===== config.mk =====
export PLATFORM = sky130hd
export DESIGN_NAME = wb_counter_regs
export DESIGN_NICKNAME = d
export VERILOG_FILES = /design/src/rtl/counter_regs_pkg.sv /design/src/rtl/wb_counter_regs.sv
export SDC_FILE = /design/constraint.sdc
export NUM_CORES = 1
export LEC_CHECK = 0
export ABC_AREA = 1
export CAP_MARGIN = 10
export CELL_PAD_IN_SITES_DETAIL_PLACEMENT = 0
export CELL_PAD_IN_SITES_GLOBAL_PLACEMENT = 1
export CORE_MARGIN = 2
export CORE_UTILIZATION = 24
export DETAILED_ROUTE_END_ITERATION = 10
export PLACE_DENSITY = 0.9
export SLEW_MARGIN = 25
export SYNTH_ARGS = -nofsm -noshare
export SYNTH_HDL_FRONTEND = slang
export SYNTH_SLANG_ARGS = --single-unit
export TNS_END_PERCENT = 30

===== constraint.sdc =====
create_clock -name clk -period 1.9 [get_ports clk]
set_input_delay 0.38 -clock clk [delete_from_list [all_inputs] [get_ports clk]]
set_output_delay 0.38 -clock clk [all_outputs]
set_load 0.02 [all_outputs]

===== src/rtl/counter_regs_pkg.sv =====
// Shared register map, bit positions and FSM state encoding for the
// Wishbone counter register block.
package counter_regs_pkg;

  localparam int unsigned OFF_W = 3;

  localparam logic [OFF_W-1:0] OFF_CTRL   = 3'd0;
  localparam logic [OFF_W-1:0] OFF_LOAD   = 3'd1;
  localparam logic [OFF_W-1:0] OFF_COUNT  = 3'd2;
  localparam logic [OFF_W-1:0] OFF_CMP    = 3'd3;
  localparam logic [OFF_W-1:0] OFF_STATUS = 3'd4;

  localparam int unsigned CTRL_W           = 2;
  localparam int unsigned CTRL_RUN_BIT     = 0;
  localparam int unsigned CTRL_IRQ_EN_BIT  = 1;
  localparam int unsigned STATUS_MATCH_BIT = 0;
  localparam int unsigned STATUS_PEND_BIT  = 1;

  typedef enum logic [1:0] {
    ST_IDLE      = 2'd0,
    ST_ACK       = 2'd1,
    ST_WAIT_LOAD = 2'd2
  } state_t;

  // Expand the four Wishbone byte enables into a 32-bit bit mask.
  function automatic logic [31:0] lane_mask(input logic [3:0] sel);
    return {{8{sel[3]}}, {8{sel[2]}}, {8{sel[1]}}, {8{sel[0]}}};
  endfunction

endpackage


===== src/rtl/wb_counter_regs.sv =====
// Wishbone classic register slave controlling a downstream counter: run
// control, load handshake, live count readback. Compare/IRQ via COUNTER_CMP_IRQ_EN.
module wb_counter_regs
  import counter_regs_pkg::*;
#(
  parameter int unsigned BITS     = 16,
  parameter logic [31:0] BASE_ADR = 32'h3000_0000
) (
  input  logic            clk,
  input  logic            reset,
  input  logic            wbs_cyc_i,
  input  logic            wbs_stb_i,
  input  logic            wbs_we_i,
  input  logic [3:0]      wbs_sel_i,
  input  logic [31:0]     wbs_adr_i,
  input  logic [31:0]     wbs_dat_i,
  output logic            wbs_ack_o,
  output logic [31:0]     wbs_dat_o,
  input  logic [BITS-1:0] count_i,
  output logic            load_valid_o,
  output logic [BITS-1:0] load_data_o,
  input  logic            load_ready_i,
  output logic            run_o,
  output logic            irq_o
);

  state_t r_state;
  state_t w_state_nxt;
  logic   w_commit;

  logic [CTRL_W-1:0] r_ctrl;
  logic [BITS-1:0]   r_load_data;
  logic              r_load_valid;
  logic              r_ack;
  logic [31:0]       r_dat;

  logic             w_hit;
  logic             w_load_wr;
  logic [OFF_W-1:0] w_off;
  logic [31:0]      w_mask;
  logic [31:0]      w_load_m32;
  logic [31:0]      w_rdata;
  logic [31:0]      w_status;
  logic [BITS-1:0]  w_cmp;
  logic             w_match;
  logic             w_wr_ctrl;
  logic             w_wr_load;
  logic             w_unused;

  assign w_off     = wbs_adr_i[4:2];
  assign w_hit     = wbs_cyc_i & wbs_stb_i & (wbs_adr_i[31:5] == BASE_ADR[31:5]);
  assign w_load_wr = wbs_we_i & (w_off == OFF_LOAD);
  assign w_mask    = lane_mask(wbs_sel_i);

  assign w_load_m32 = (32'(r_load_data) & ~w_mask) | (wbs_dat_i & w_mask);
  assign w_wr_ctrl  = w_commit & wbs_we_i & (w_off == OFF_CTRL) & wbs_sel_i[0];
  assign w_wr_load  = w_commit & w_load_wr;

  // Upper merge bits beyond BITS and the byte-offset address bits are don't-care.
  assign w_unused = ^{wbs_adr_i[1:0], w_load_m32, wbs_dat_i, wbs_sel_i};

  // State register
  always_ff @(posedge clk) begin
    if (reset) r_state <= ST_IDLE;
    else       r_state <= w_state_nxt;
  end

  // Next state; a LOAD write that finds a load still pending parks in WAIT_LOAD
  always_comb begin
    w_state_nxt = r_state;
    w_commit    = 1'b0;
    case (r_state)
      ST_IDLE: begin
        if (w_hit) begin
          if (w_load_wr && r_load_valid) begin
            w_state_nxt = ST_WAIT_LOAD;
          end else begin
            w_commit    = 1'b1;
            w_state_nxt = ST_ACK;
          end
        end
      end
      ST_ACK: w_state_nxt = ST_IDLE;
      ST_WAIT_LOAD: begin
        if (!w_hit) begin
          w_state_nxt = ST_IDLE;
        end else if (!r_load_valid) begin
          w_commit    = 1'b1;
          w_state_nxt = ST_ACK;
        end
      end
      default: w_state_nxt = ST_IDLE;
    endcase
  end

  // Read mux, sampled at commit so COUNT reflects count_i at acceptance
  always_comb begin
    w_status                   = '0;
    w_status[STATUS_MATCH_BIT] = w_match;
    w_status[STATUS_PEND_BIT]  = r_load_valid;
    w_rdata = '0;
    case (w_off)
      OFF_CTRL:   w_rdata = 32'(r_ctrl);
      OFF_COUNT:  w_rdata = 32'(count_i);
      OFF_CMP:    w_rdata = 32'(w_cmp);
      OFF_STATUS: w_rdata = w_status;
      default:    w_rdata = '0;
    endcase
  end

  always_ff @(posedge clk) begin
    if (reset) begin
      r_ctrl       <= '0;
      r_load_data  <= '0;
      r_load_valid <= 1'b0;
      r_ack        <= 1'b0;
      r_dat        <= '0;
    end else begin
      r_ack <= w_commit;
      r_dat <= w_commit ? w_rdata : 32'd0;
      if (w_wr_ctrl) r_ctrl <= wbs_dat_i[CTRL_W-1:0];
      if (w_wr_load) begin
        r_load_data  <= w_load_m32[BITS-1:0];
        r_load_valid <= 1'b1;
      end else if (r_load_valid && load_ready_i) begin
        r_load_valid <= 1'b0;
      end
    end
  end

`ifdef COUNTER_CMP_IRQ_EN
  logic [BITS-1:0] r_cmp;
  logic            r_match;
  logic            r_irq;
  logic [31:0]     w_cmp_m32;
  logic            w_wr_cmp;
  logic            w_w1c;
  logic            w_unused_cmp;

  assign w_cmp_m32    = (32'(r_cmp) & ~w_mask) | (wbs_dat_i & w_mask);
  assign w_wr_cmp     = w_commit & wbs_we_i & (w_off == OFF_CMP);
  assign w_w1c        = w_commit & wbs_we_i & (w_off == OFF_STATUS) & wbs_sel_i[0]
                        & wbs_dat_i[STATUS_MATCH_BIT];
  assign w_unused_cmp = ^w_cmp_m32;

  // A fresh match wins over a simultaneous write-one-to-clear
  always_ff @(posedge clk) begin
    if (reset) begin
      r_cmp   <= '0;
      r_match <= 1'b0;
      r_irq   <= 1'b0;
    end else begin
      if (w_wr_cmp) r_cmp <= w_cmp_m32[BITS-1:0];
      if (count_i == r_cmp) r_match <= 1'b1;
      else if (w_w1c)       r_match <= 1'b0;
      r_irq <= r_match & r_ctrl[CTRL_IRQ_EN_BIT];
    end
  end

  assign w_cmp   = r_cmp;
  assign w_match = r_match;
  assign irq_o   = r_irq;
`else
  assign w_cmp   = '0;
  assign w_match = 1'b0;
  assign irq_o   = 1'b0;
`endif

  assign wbs_ack_o    = r_ack;
  assign wbs_dat_o    = r_dat;
  assign load_valid_o = r_load_valid;
  assign load_data_o  = r_load_data;
  assign run_o        = r_ctrl[CTRL_RUN_BIT];

endmodule


# After elaboration in Yosys (flattened, before gate mapping)

Cells that the tools add are included.

Bits in registers: 54
Input bits: 90
Output and inout port bits: 52
Word-level logic and storage cells: 45

Eq/ne operators: 7
Muxes and demuxes: 13
Bitwise logic cells: 12
Reduce and logical (&&, ||, !) cells: 7

Operators by type and width:

| operator             | count |
|---|---|
| $pmux 16 s3          | 1 |
| $and 16x16->16       | 2 |
| $eq 27x25->1 const B | 1 |
| $not 16->16          | 1 |
| $or 16x16->16        | 1 |
| $mux 2               | 4 |
| $and 1x1->1          | 7 |
| $mux 1               | 6 |
| $pmux 2 s2           | 1 |
| $eq 3x1->1 const B   | 1 |
| $eq 3x2->1 const B   | 1 |
| $eq 3x3->1 const B   | 1 |
| $logic_not 3->1      | 1 |
| $ne 3x3->1 const B   | 1 |
| $eq 2x2->1 const B   | 1 |
| $logic_and 1x1->1    | 2 |
| $logic_not 2->1      | 1 |
| $ne 2x2->1 const B   | 1 |
| $pmux 1 s2           | 1 |
| $reduce_and 2->1     | 1 |
| $reduce_bool 2->1    | 1 |
| $reduce_or 2->1      | 1 |
| $not 1->1            | 1 |

# Depth between registers and ports, before layout

Depth after elaboration: 9
Mapped depth: 10
Gate-level depth less buffers: 10

# Least setup slack after synthesis

Ideal clock, no wire load.

Path kind: input to register
Start point: input port wbs_adr_i[23]
End point: register r_ctrl[0]
Setup time: 0.116 ns
Arrival time: 1.246 ns
Required time: 1.784 ns
Slack: 0.538 ns
Stages: 7
Buffers on the path: 0
Cell sequence: or2_0 -> nor2_1 -> nand2_1 -> nor2_4 -> nand3_1 -> o21ai_0 -> nor2_1

Cells in the longest elaborated chain, start to end: 7
Elaborated cells between the ends (all ways): 8
Those cells by class: 1 x eq/ne; 3 x mux; 4 x bitwise

RTL lines:

| item                       | RTL line                                     | source |
|---|---|---|
| start: declaration         | wb_counter_regs.sv:15                        | `input logic [31:0] wbs_adr_i,` |
| $eq 27x25->1 *             | wb_counter_regs.sv:51                        | `assign w_hit = wbs_cyc_i & wbs_stb_i & (wbs_adr_i[31:5] == BASE_ADR[31:5]);` |
| $and 1x1->1 *              | wb_counter_regs.sv:51                        |  |
| $mux 1 (on tied branches)  | wb_counter_regs.sv:85, wb_counter_regs.sv:74 |  |
| $pmux 1 s2 *               | wb_counter_regs.sv:72                        | `case (r_state)` |
| $and 1x1->1 * (3 in a row) | wb_counter_regs.sv:56                        | `assign w_wr_ctrl = w_commit & wbs_we_i & (w_off == OFF_CTRL) & wbs_sel_i[0];` |
| end signal: assignment     | wb_counter_regs.sv:121                       | `if (w_wr_ctrl) r_ctrl <= wbs_dat_i[CTRL_W-1:0];` |
| end: declaration           | wb_counter_regs.sv:31                        | `logic [CTRL_W-1:0] r_ctrl;` |

Every way passes the cells marked *; elsewhere a longest branch is shown, timed or not.
A chain may end at the register's enable or synchronous reset.

# Final worst setup path

Start point: register r_load_valid, in the netlist load_valid_o
End point: output port load_valid_o

RTL lines:

| item                     | RTL line               | source |
|---|---|---|
| start: declaration       | wb_counter_regs.sv:33  | `logic r_load_valid;` |
| start signal: assignment | wb_counter_regs.sv:115 | `r_load_valid <= 1'b0;` |
| start signal: assignment | wb_counter_regs.sv:124 | `r_load_valid <= 1'b1;` |
| start signal: assignment | wb_counter_regs.sv:126 | `r_load_valid <= 1'b0;` |
| end: declaration         | wb_counter_regs.sv:20  | `output logic load_valid_o,` |

No word-level cell between the ends.

==> reports/qor.txt <==
routed vias/inst - 3.902
Post-Route WL - 5055 microns
initial antenna violation count - 0
outcome - finished clean
sequential area share after synthesis - 38.90%
total grt overflow - 0
Post-Place Setup Slack - -0.08344 ns
Worst-path clk slew - 0.07 ns
xor/xnor share of the synthesized area - 0%
buffers added on ports - 104
Sink Count - 38
DIE AREA - 8887 sq um
most frequent cells in the layout - 104 x clkdlybuf4s50_1, 73 x nor2_1, 73 x nand2_1, 38 x dfxtp_1, 35 x inv_1
Syn. warnings - 0
DR pass1 iterations - 4
CORE AREA - 7807 sq um
max_cap viols - 0
pin count of the biggest net entering global routing - 19
post-synthesis simple-gate area fraction - 43.76%
crit end category - output pin
Adder-Cell Fraction of Synth Area - 0%
Final WS setup - 0.1259 ns
leak pwr - 1.370 nW
Layout area overhead - 64.75%
Max rail drop VDD - 0.0003067 V
number of global-route vias before repair - 2014
Worst-Skew Late Latency - 0.28 ns
CP peak stage delay - 0.67 ns
largest family of logic cells by synthesized area - simple AND/OR/NAND/NOR gates
DR DRC count - 0
Rows - 32
fraction of layout instances using a drive strength above 1 - 10.33%
Starting DRT DRC Count - 31
Crit path required time - 1.52 ns
# setup viols final - 0
RePlAce Congestion - 0.7159
endpoints failing hold - 0
unrepaired setup endpoints after global routing - false
CP top delay family - buffers and inverters
CTS tree - yes
CTS buffer count - 5
maximum clock frequency - 0.5637 GHz
Slowest cell on crit path - clkdlybuf4s50_1
R2R setup slack - 0.52 ns
post-synthesis instance area - 1956 sq um
nets@finish - 488
Worst Clk Skew - 0.003188 ns
PwrDens - 489.2 nW/um^2
Initial Util - 25.05%
io pins - 142
count of cell types in the netlist - 23
Critical Path, Cell by Cell - clkdlybuf4s50_1
mux cell area share after synthesis - 0%
period utilisation layout - 93.37%
CP max FO - 6
Avg WL per Cell - 10.13 microns
Synth Area in Compound Gates - 2.239%
post-CTS resize count - 0
type of the worst setup path - reg -> out
fin util - 41.27%
Final Critical Period - 1.774 ns
commonest non-fill, non-tap cell in the layout - clkdlybuf4s50_1
HPWL Detailed - 4076 microns
postcts setup bufs - 0
HP Class - reg -> reg
Avg Cell Area, Syn - 6.984 sq um
clock buffer depth - 2
total track usage - 11.81%
die span in x - 94.27 microns
Finished Layout Cells - 499
post-route ant nets - 0
startpoint types - flop
# placed instances - 493
CTS Root Cell - clkbuf_8
die height - 94.27 microns
Post-Synthesis Cells - 280
Pwr Total - 0.001576 W
crit path buf inv count - 1
total number of vias - 1947
n_diodes - 0
max-slew violation count - 0
first-pass GRT wire length - 8355 microns
flops & latches, synth - 38
depth of the CTS H-tree - 2
Hold Buf Count CTS - 0
Critical Path AT - 1.39 ns
[power breakdown]
group | total (W) | internal, W | leakage, nW | switching [W]
registers | 0.000796 | 0.000796 | 0.306 | 0.000000000000119
clock network | 0.000531 | 0.000280 | 0.0431 | 0.000251
logic | 0.000249 | 0.000149 | 1.02 | 0.000100
[final cells by class]
class | instances | area, sq um
Multi-Input combinational cell | 201 | 963.4
Fill cell | 806 | 4586
Inverter | 37 | 138.9
Clock buffer | 6 | 82.58
Tap cell | 102 | 127.6
Timing Repair Buffer | 115 | 1149
Sequential cell | 38 | 760.7
[per-layer routing]
layer,routed length [microns],GRT usage [%]
met5,0,0
met2,2462,21.19
met4,108,5.435
met3,397,2.889
met1,2086,13.02
[stage by stage]
step	TNS [ns]	area (sq um)	hold slack [ns]
2_1_floorplan	0	2016	0.4491
3_3_place_gp	-0.6902	3139	0.4832
3_5_place_dp	-0.8887	3139	0.4853
4_1_cts	0	3222	0.4976
5_1_grt	0	3222	0.5309
6_report	0	3222	0.4932
[path summary, 6_finish.rpt]
path / start / endpoint / cells after the start
worst max register to register: load_valid_o$_SDFFE_PP0P_ / r_ctrl[0]$_SDFFE_PP0P_ / 6
worst max-delay path: load_valid_o$_SDFFE_PP0P_ / load_valid_o / 1
worst min register to register: r_ctrl[1]$_SDFFE_PP0P_ / wbs_dat_o[1]$_SDFF_PP0_ / 2
worst min-delay path: r_ctrl[1]$_SDFFE_PP0P_ / wbs_dat_o[1]$_SDFF_PP0_ / 2
[cell usage after synthesis]
cell type | count | share of area (%)
nor3_1 | 1 | 0.26
nand2_2 | 2 | 0.64
or2_0 | 1 | 0.32
o21ai_0 | 2 | 0.51
buf_2 | 2 | 0.51
nand2_1 | 73 | 14
buf_8 | 1 | 0.77
inv_2 | 1 | 0.19
nor2_2 | 5 | 1.6
nand4_1 | 2 | 0.64
buf_4 | 17 | 6.5
nand2_4 | 1 | 0.58
conb_1 | 1 | 0.19
a32oi_1 | 1 | 0.45
nand4_4 | 4 | 4.4
nand3_1 | 3 | 0.77
inv_1 | 35 | 6.7
nor2_1 | 73 | 14
nor3_4 | 1 | 0.83
clkinv_1 | 1 | 0.19
nor2_4 | 10 | 5.8
a21oi_1 | 5 | 1.3
dfxtp_1 | 38 | 39
[logic make-up after synthesis]
| group | after synthesis |
|---|---|
| AND/OR/NAND/NOR | 176 |
| buffers and inverters | 57 |
| flip-flops | 38 |
| AO/OA/AOI/OAI | 8 |
| other | 1 |
(Power assumes the default switching activity.)
